$ cat src/rtl/usb11_pkg.sv
// rtl/usb11_pkg.sv - shared constants and FSM encoding for the low-speed USB 1.1 transmitter
package usb11_pkg;

    localparam int CLKS_PER_BIT_DEF = 8;

    typedef enum logic [2:0] {
        ST_IDLE,
        ST_SYNC,
        ST_DATA,
        ST_CRC,
        ST_EOP_SE0,
        ST_EOP_J
    } tx_state_e;

    // Line states packed as {dp, dm}
    localparam logic [1:0] LINE_J   = 2'b01;
    localparam logic [1:0] LINE_K   = 2'b10;
    localparam logic [1:0] LINE_SE0 = 2'b00;

    localparam logic [7:0]  SYNC_PATTERN = 8'h80;
    localparam logic [2:0]  STUFF_LIMIT  = 3'd6;
    localparam logic [15:0] CRC16_POLY   = 16'h8005;
    localparam logic [15:0] CRC16_INIT   = 16'hFFFF;

    function automatic logic [1:0] nrzi_toggle(input logic [1:0] line);
        return (line == LINE_J) ? LINE_K : LINE_J;
    endfunction

endpackage

$ cat src/rtl/usb11_crc16.sv
// rtl/usb11_crc16.sv - serial CRC16 (poly 0x8005), one message bit per enable
module usb11_crc16
    import usb11_pkg::*;
(
    input  logic        clk,
    input  logic        rst_n,
    input  logic        init_i,
    input  logic        en_i,
    input  logic        bit_i,
    output logic [15:0] crc_o
);

    logic [15:0] crc_q, crc_d;

    always_comb begin
        crc_d = crc_q;
        if (init_i) begin
            crc_d = CRC16_INIT;
        end else if (en_i) begin
            crc_d = {crc_q[14:0], 1'b0} ^ (((bit_i ^ crc_q[15]) == 1'b1) ? CRC16_POLY : 16'h0000);
        end
    end

    always_ff @(posedge clk or negedge rst_n) begin
        if (!rst_n) begin
            crc_q <= CRC16_INIT;
        end else begin
            crc_q <= crc_d;
        end
    end

    assign crc_o = crc_q;

endmodule

$ cat src/rtl/usb11_send.sv
// rtl/usb11_send.sv - low-speed USB 1.1 packet transmitter: SYNC, bit stuffing, NRZI, EOP
// Optional CRC16 trailer when USB11_SEND_CRC16_EN is defined.
module usb11_send
    import usb11_pkg::*;
#(
    parameter int CLKS_PER_BIT = CLKS_PER_BIT_DEF
) (
    input  logic       clk,
    input  logic       rst_n,
    input  logic       tx_start,
    input  logic [7:0] tx_data,
    input  logic       tx_valid,
    input  logic       tx_last,
    input  logic       tx_crc16,
    output logic       tx_ready,
    output logic       tx_busy,
    output logic       tx_done,
    output logic       tx_underrun,
    output logic       dp,
    output logic       dm,
    output logic       oe
);

    localparam int TW = (CLKS_PER_BIT > 1) ? $clog2(CLKS_PER_BIT) : 1;
    localparam logic [TW-1:0] TIMER_LAST = TW'(CLKS_PER_BIT - 1);

    tx_state_e   state_q, state_d;
    logic [TW-1:0] timer_q, timer_d;
    logic [4:0]  cnt_q, cnt_d;      // bits of the current field already put on the wire
    logic [7:0]  shift_q, shift_d;
    logic        last_q, last_d;
    logic [2:0]  ones_q, ones_d;
    logic [1:0]  line_q, line_d;
    logic        oe_q, oe_d;
    logic        busy_q, busy_d;
    logic        done_q, done_d;

    logic tick, need_byte, emit_bit, bit_out, go_eop, load_byte, data_bit;

    assign tick      = (timer_q == TIMER_LAST);
    assign need_byte = (cnt_q == 5'd8) &&
                       ((state_q == ST_SYNC) || ((state_q == ST_DATA) && !last_q));

`ifdef USB11_SEND_CRC16_EN
    logic        crc_on_q, pid_q, crc_en, crc_init;
    logic [15:0] crc_val;

    assign crc_init = (state_q == ST_IDLE) && tx_start;
    // The first byte of a packet is the PID and stays out of the CRC.
    assign crc_en   = data_bit && !(load_byte ? (state_q == ST_SYNC) : pid_q);

    always_ff @(posedge clk or negedge rst_n) begin
        if (!rst_n) begin
            crc_on_q <= 1'b0;
            pid_q    <= 1'b0;
        end else begin
            if (crc_init) crc_on_q <= tx_crc16;
            if (load_byte) pid_q <= (state_q == ST_SYNC);
        end
    end

    usb11_crc16 u_crc16 (
        .clk    (clk),
        .rst_n  (rst_n),
        .init_i (crc_init),
        .en_i   (crc_en),
        .bit_i  (bit_out),
        .crc_o  (crc_val)
    );
`else
    logic unused_crc;
    assign unused_crc = ^{tx_crc16, data_bit};
`endif

    always_comb begin
        state_d     = state_q;
        timer_d     = timer_q;
        cnt_d       = cnt_q;
        shift_d     = shift_q;
        last_d      = last_q;
        ones_d      = ones_q;
        line_d      = line_q;
        oe_d        = oe_q;
        busy_d      = busy_q;
        done_d      = 1'b0;
        emit_bit    = 1'b0;
        bit_out     = 1'b0;
        go_eop      = 1'b0;
        load_byte   = 1'b0;
        data_bit    = 1'b0;
        tx_ready    = 1'b0;
        tx_underrun = 1'b0;

        if (busy_q) timer_d = tick ? '0 : timer_q + 1'b1;

        if (state_q == ST_IDLE) begin
            if (tx_start) begin
                state_d  = ST_SYNC;
                oe_d     = 1'b1;
                busy_d   = 1'b1;
                timer_d  = '0;
                cnt_d    = 5'd1;
                emit_bit = 1'b1;
                bit_out  = SYNC_PATTERN[0];
            end
        end else if (tick) begin
            if (ones_q == STUFF_LIMIT) begin
                // Stuffed zero: consumes nothing, so the field counters stay put.
                emit_bit = 1'b1;
                bit_out  = 1'b0;
            end else if (need_byte) begin
                if (tx_valid) begin
                    tx_ready  = 1'b1;
                    load_byte = 1'b1;
                    data_bit  = 1'b1;
                    state_d   = ST_DATA;
                    shift_d   = {1'b0, tx_data[7:1]};
                    last_d    = tx_last;
                    cnt_d     = 5'd1;
                    emit_bit  = 1'b1;
                    bit_out   = tx_data[0];
                end else begin
                    tx_underrun = 1'b1;
                    go_eop      = 1'b1;
                end
            end else begin
                case (state_q)
                    ST_SYNC: begin
                        emit_bit = 1'b1;
                        bit_out  = SYNC_PATTERN[cnt_q[2:0]];
                        cnt_d    = cnt_q + 5'd1;
                    end
                    ST_DATA: begin
                        if (cnt_q != 5'd8) begin
                            emit_bit = 1'b1;
                            data_bit = 1'b1;
                            bit_out  = shift_q[0];
                            shift_d  = {1'b0, shift_q[7:1]};
                            cnt_d    = cnt_q + 5'd1;
                        end
`ifdef USB11_SEND_CRC16_EN
                        else if (crc_on_q) begin
                            state_d  = ST_CRC;
                            cnt_d    = 5'd1;
                            emit_bit = 1'b1;
                            bit_out  = ~crc_val[15];
                        end
`endif
                        else begin
                            go_eop = 1'b1;
                        end
                    end
`ifdef USB11_SEND_CRC16_EN
                    ST_CRC: begin
                        if (cnt_q != 5'd16) begin
                            emit_bit = 1'b1;
                            bit_out  = ~crc_val[4'd15 - cnt_q[3:0]];
                            cnt_d    = cnt_q + 5'd1;
                        end else begin
                            go_eop = 1'b1;
                        end
                    end
`endif
                    ST_EOP_SE0: begin
                        if (cnt_q == 5'd1) begin
                            cnt_d = 5'd2;
                        end else begin
                            state_d = ST_EOP_J;
                            line_d  = LINE_J;
                        end
                    end
                    ST_EOP_J: begin
                        state_d = ST_IDLE;
                        oe_d    = 1'b0;
                        busy_d  = 1'b0;
                        done_d  = 1'b1;
                        timer_d = '0;
                    end
                    default: state_d = ST_IDLE;
                endcase
            end
        end

        if (go_eop) begin
            state_d = ST_EOP_SE0;
            cnt_d   = 5'd1;
            line_d  = LINE_SE0;
            ones_d  = '0;
        end

        if (emit_bit) begin
            line_d = bit_out ? line_q : nrzi_toggle(line_q);
            ones_d = bit_out ? ones_q + 3'd1 : 3'd0;
        end
    end

    always_ff @(posedge clk or negedge rst_n) begin
        if (!rst_n) begin
            state_q <= ST_IDLE;
            timer_q <= '0;
            cnt_q   <= '0;
            shift_q <= '0;
            last_q  <= 1'b0;
            ones_q  <= '0;
            line_q  <= LINE_J;
            oe_q    <= 1'b0;
            busy_q  <= 1'b0;
            done_q  <= 1'b0;
        end else begin
            state_q <= state_d;
            timer_q <= timer_d;
            cnt_q   <= cnt_d;
            shift_q <= shift_d;
            last_q  <= last_d;
            ones_q  <= ones_d;
            line_q  <= line_d;
            oe_q    <= oe_d;
            busy_q  <= busy_d;
            done_q  <= done_d;
        end
    end

    assign dp      = line_q[1];
    assign dm      = line_q[0];
    assign oe      = oe_q;
    assign tx_busy = busy_q;
    assign tx_done = done_q;

endmodule

$ cat config.mk
export PLATFORM = sky130hd
export DESIGN_NAME = usb11_send
export DESIGN_NICKNAME = d
export VERILOG_FILES = /design/src/rtl/usb11_pkg.sv /design/src/rtl/usb11_crc16.sv /design/src/rtl/usb11_send.sv
export SDC_FILE = /design/constraint.sdc
export NUM_CORES = 1
export LEC_CHECK = 0
export CORE_MARGIN = 8
export CORE_UTILIZATION = 55
export CTS_CLUSTER_SIZE = 8
export DETAILED_ROUTE_END_ITERATION = 10
export PLACE_DENSITY = 0.79
export SYNTH_ARGS = -nofsm -noshare
export SYNTH_HDL_FRONTEND = slang
export SYNTH_HIERARCHICAL = 1
export SYNTH_SLANG_ARGS = --single-unit
$ cat constraint.sdc
create_clock -name clk -period 2.5 [get_ports clk]
set_input_delay 0.75 -clock clk [delete_from_list [all_inputs] [get_ports clk]]
set_output_delay 0.75 -clock clk [all_outputs]
set_load 0.005 [all_outputs]
==> impl_results.md <==
* Yosys cell types at 50
* Flip-flop and latch count after synthesis at 26
* Clk slew on worst S/H paths at 160 ps
* Layout area overhead at 36.0%
* Setup violations, final at 0
* Crit Path Max Fanout at 3
* Yosys warning total at 6
* Final period utilization at 0.995
* Core area at 2980 sq um
* DRT Wirelength at 4220 um
* # rows at 20
* CP startpoint: cnt_q[0]$_DFFE_PN0P_
* Max-cap check violation count at 0
* Final ANT Viol Nets at 0
* Synthesized area at 1680 sq um
* 1st-iter DRT viols at 76
* CP cell instances: inv_2, ha_4, and4bb_1, nand2_2, nor4_4, buf_2
* Crit start category: flip-flop
* Vias at 1615
* Syn Inst Count at 181
* Slowest cell delay on critical path at 420 ps
* Max rail drop VDD at 0.633 mV
* Clock Skews at 9.29 ps
* Die height at 71.3 um
* Largest net degree at the start of global routing at 27
* Die ar. at 5080 sq um
* Multi-input gate area at 977 sq um
* Routed WL per cell at 15.3 um
* Layout cell share with drive strength beyond 1 at 0.318
* Reg2reg end: cnt_q[3]$_DFFE_PN0P_
* Most area-hungry cell type in the Yosys netlist: dfrtp_1
* Clk sinks at 26
* Final Cell Area at 2280 sq um
* Final-stage net count at 265
* Critical path depth at 6
* Worst r2r src: timer_q[0]$_DFF_PN0_
* Crit path capture type: output port
* H-Tree Depth at 1
* CTS tree: built
* Slew of the pin with the lowest slew margin at 419 ps
* Syn Nets at 203
* Delay-heaviest family, CP: simple AND/OR/NAND/NOR gates
* PwrDens at 1040 nW/um^2
* Synth area leaders: dfrtp_1 37%, ha_1 6.0%, mux2i_1 4.8%, o21ai_0 4.2%, nand2_1 3.8%
* Top_reg_cell synth: dfrtp_1
* Buf+Inv Stages, Crit Path at 2
* Num CTS Buffers at 3
* R2r setup slk at 150 ps
* Post-route minimum period at 2490 ps
* Finished Layout Cells at 275
* Port Buffer Count at 19
* Max frequency at 402 MHz
* Synth top area share at 0.372
* EDFF count, synth at 0
* Overflow after GRT at 0
* Post-DP HPWL at 3120 um
* Final WS setup at 11.3 ps
* Hold Slack at 506 ps
* Setup CP Type: flip-flop to output port
* CP arrival at 1740 ps
* Most frequent cells in the layout: 45 x buf_4, 25 x dfrtp_1, 17 x nand2_1
* ANT cells at 0
* First-pass GRT wire length at 7310 um
* RSZ-0062 raised after global routing: yes
* Placed cell count at 266
* Antenna violations before repair at 0
* Reg2reg path depth at 9
* Starting Density at 0.564
* Placed inst area at 2160 sq um
* Status: finished, final reports clean
* Sequential fraction of the synthesis area at 0.388
* Slew Limit Fails at 0
* End of the critical path: tx_ready
* Clk buf depth at 2
* Leakage power at 1.12 nW
* Min-delay worst type: flip-flop to flip-flop
* Pre-CTS setup slack at -494 ps
* Clock root cell: clkbuf_4
* Most common cell after layout, fill and taps aside: buf_4
* IO Count at 21
* FF/Latch Area at 652 sq um
* DR vias/cell at 5.87
* Average size of a mapped cell at 9.28 sq um
* Slowest CP cell: dfrtp_1
* Final GP Congestion at 0.870
* Critical path data required time at 1750 ps
* Core Util, Final at 0.767
* Tot GR Track Use at 0.172
* Hold_buf cts at 0
* Clk Latency, worst-skew pair at 330 ps
* Slew margin rel. at 0.718
* Die width at 71.3 um
* Final hold vios at 0
* Drt pass-1 iters at 4
* Vias in the first global route at 1663
* DRC violations left at 0
* Filler Cell Count at 195
* FFs w/ async S/R, synth at 1.00
-- where the power goes --
part | switching, mW | total, mW | internal [mW] | leakage, nW
combinational | 0.736 | 1.47 | 0.738 | 0.758
clock | 0.134 | 0.296 | 0.162 | 0.0279
sequential | 0.0698 | 0.604 | 0.535 | 0.331
-- area by class of cell --
type	instances	share of cell area
Inverter	8	0.0131
Multi-Input combinational cell	139	0.428
Sequential cell	26	0.285
Clock inverter	1	0.0131
Clock buffer	3	0.00986
Timing Repair Buffer	65	0.233
Tap cell	33	0.0181
-- how the worst min path moves through the flow --
stage / cells past startpoint / endpoint / slack (ps) / from
3_3_place_gp: 2 / shift_q[1]$_DFFE_PN0P_ / 460 / shift_q[1]$_DFFE_PN0P_
3_5_place_dp: 2 / shift_q[2]$_DFFE_PN0P_ / 480 / shift_q[2]$_DFFE_PN0P_
4_1_cts: 2 / shift_q[2]$_DFFE_PN0P_ / 510 / shift_q[2]$_DFFE_PN0P_
5_1_grt: 2 / shift_q[2]$_DFFE_PN0P_ / 550 / shift_q[2]$_DFFE_PN0P_
2_1_floorplan: 0 / cnt_q[0]$_DFFE_PN0P_ / 450 / rst_n
6_report: 2 / shift_q[5]$_DFFE_PN0P_ / 510 / shift_q[5]$_DFFE_PN0P_
-- worst reg2reg max path, delay by kind of cell (launching register included) --
| family | cells | cell delay, ps |
|---|---|---|
| compound gates | 4 | 980 |
| fa+ha+maj | 2 | 340 |
| buf+inv | 2 | 320 |
| flops | 1 | 380 |
| simple gates | 1 | 260 |
-- synth_stat cells, types with 2 or more instances --
library cell / number
dfrtp_1: 25
and3_2: 2
a21oi_1: 12
nor3_1: 4
o31ai_1: 2
nand2b_1: 4
nor4_1: 3
nor2_1: 14
inv_1: 8
o31a_1: 2
a21o_1: 2
ha_1: 8
o21ai_0: 14
nor2b_1: 2
mux2_2: 5
clkbuf_1: 2
a31oi_1: 3
nand2_1: 17
nand3_1: 6
mux2i_1: 8
nor3b_1: 4
buf_6: 4
or3_1: 3
-- per-stage QoR --
stage | power [mW] | setup TNS [ps]
final | 2.38 | 0
after CTS | 2.32 | -30.7
after detailed placement | 1.95 | -1590
after floorplan | 1.45 | 0
after global placement | 1.90 | -1190
after global routing | 2.55 | -103
-- metal layers --
metal,part of all wire,wire length (um),up-vias,GRT usage
li1,-,-,780,-
met1,0.47,1980,768,0.223
met2,0.47,1980,59,0.285
met3,0.047,199,8,0.0307
met4,0.014,58,0,0.0439
met5,0,0,-,0
-- logic make-up (layout without fill, tap and decap cells) --
family                     count (synthesis)  after routing  synth area share
adders and majority gates                  8              8            0.0596
xor gates and xnor gates                   1              1           0.00521
and+or+nand+nor                           66             66             0.213
buffers and inverters                     16             77            0.0558
muxes                                     13             13            0.0812
DFF                                       26             26             0.388
AOI/OAI and AO/OA                         51             51             0.197
-- state kept, by name, indices dropped and copies added, names as in the netlist --
name and count:
last_q 1, tx_busy 1, cnt_q 5, ones_q 3
state_q 3, tx_done 1, timer_q 3, line_q 2
shift_q 7
-- timing repair --
| action | 4_1_cts | 5_1_grt |
|---|---|---|
| buffers inserted | 2 | 3 |
| pin swaps | 3 | 4 |
| setup endpoints to repair | 2 | 5 |
| resized for setup | 17 | 3 |
Note: power is estimated with default switching activity, not from simulation.
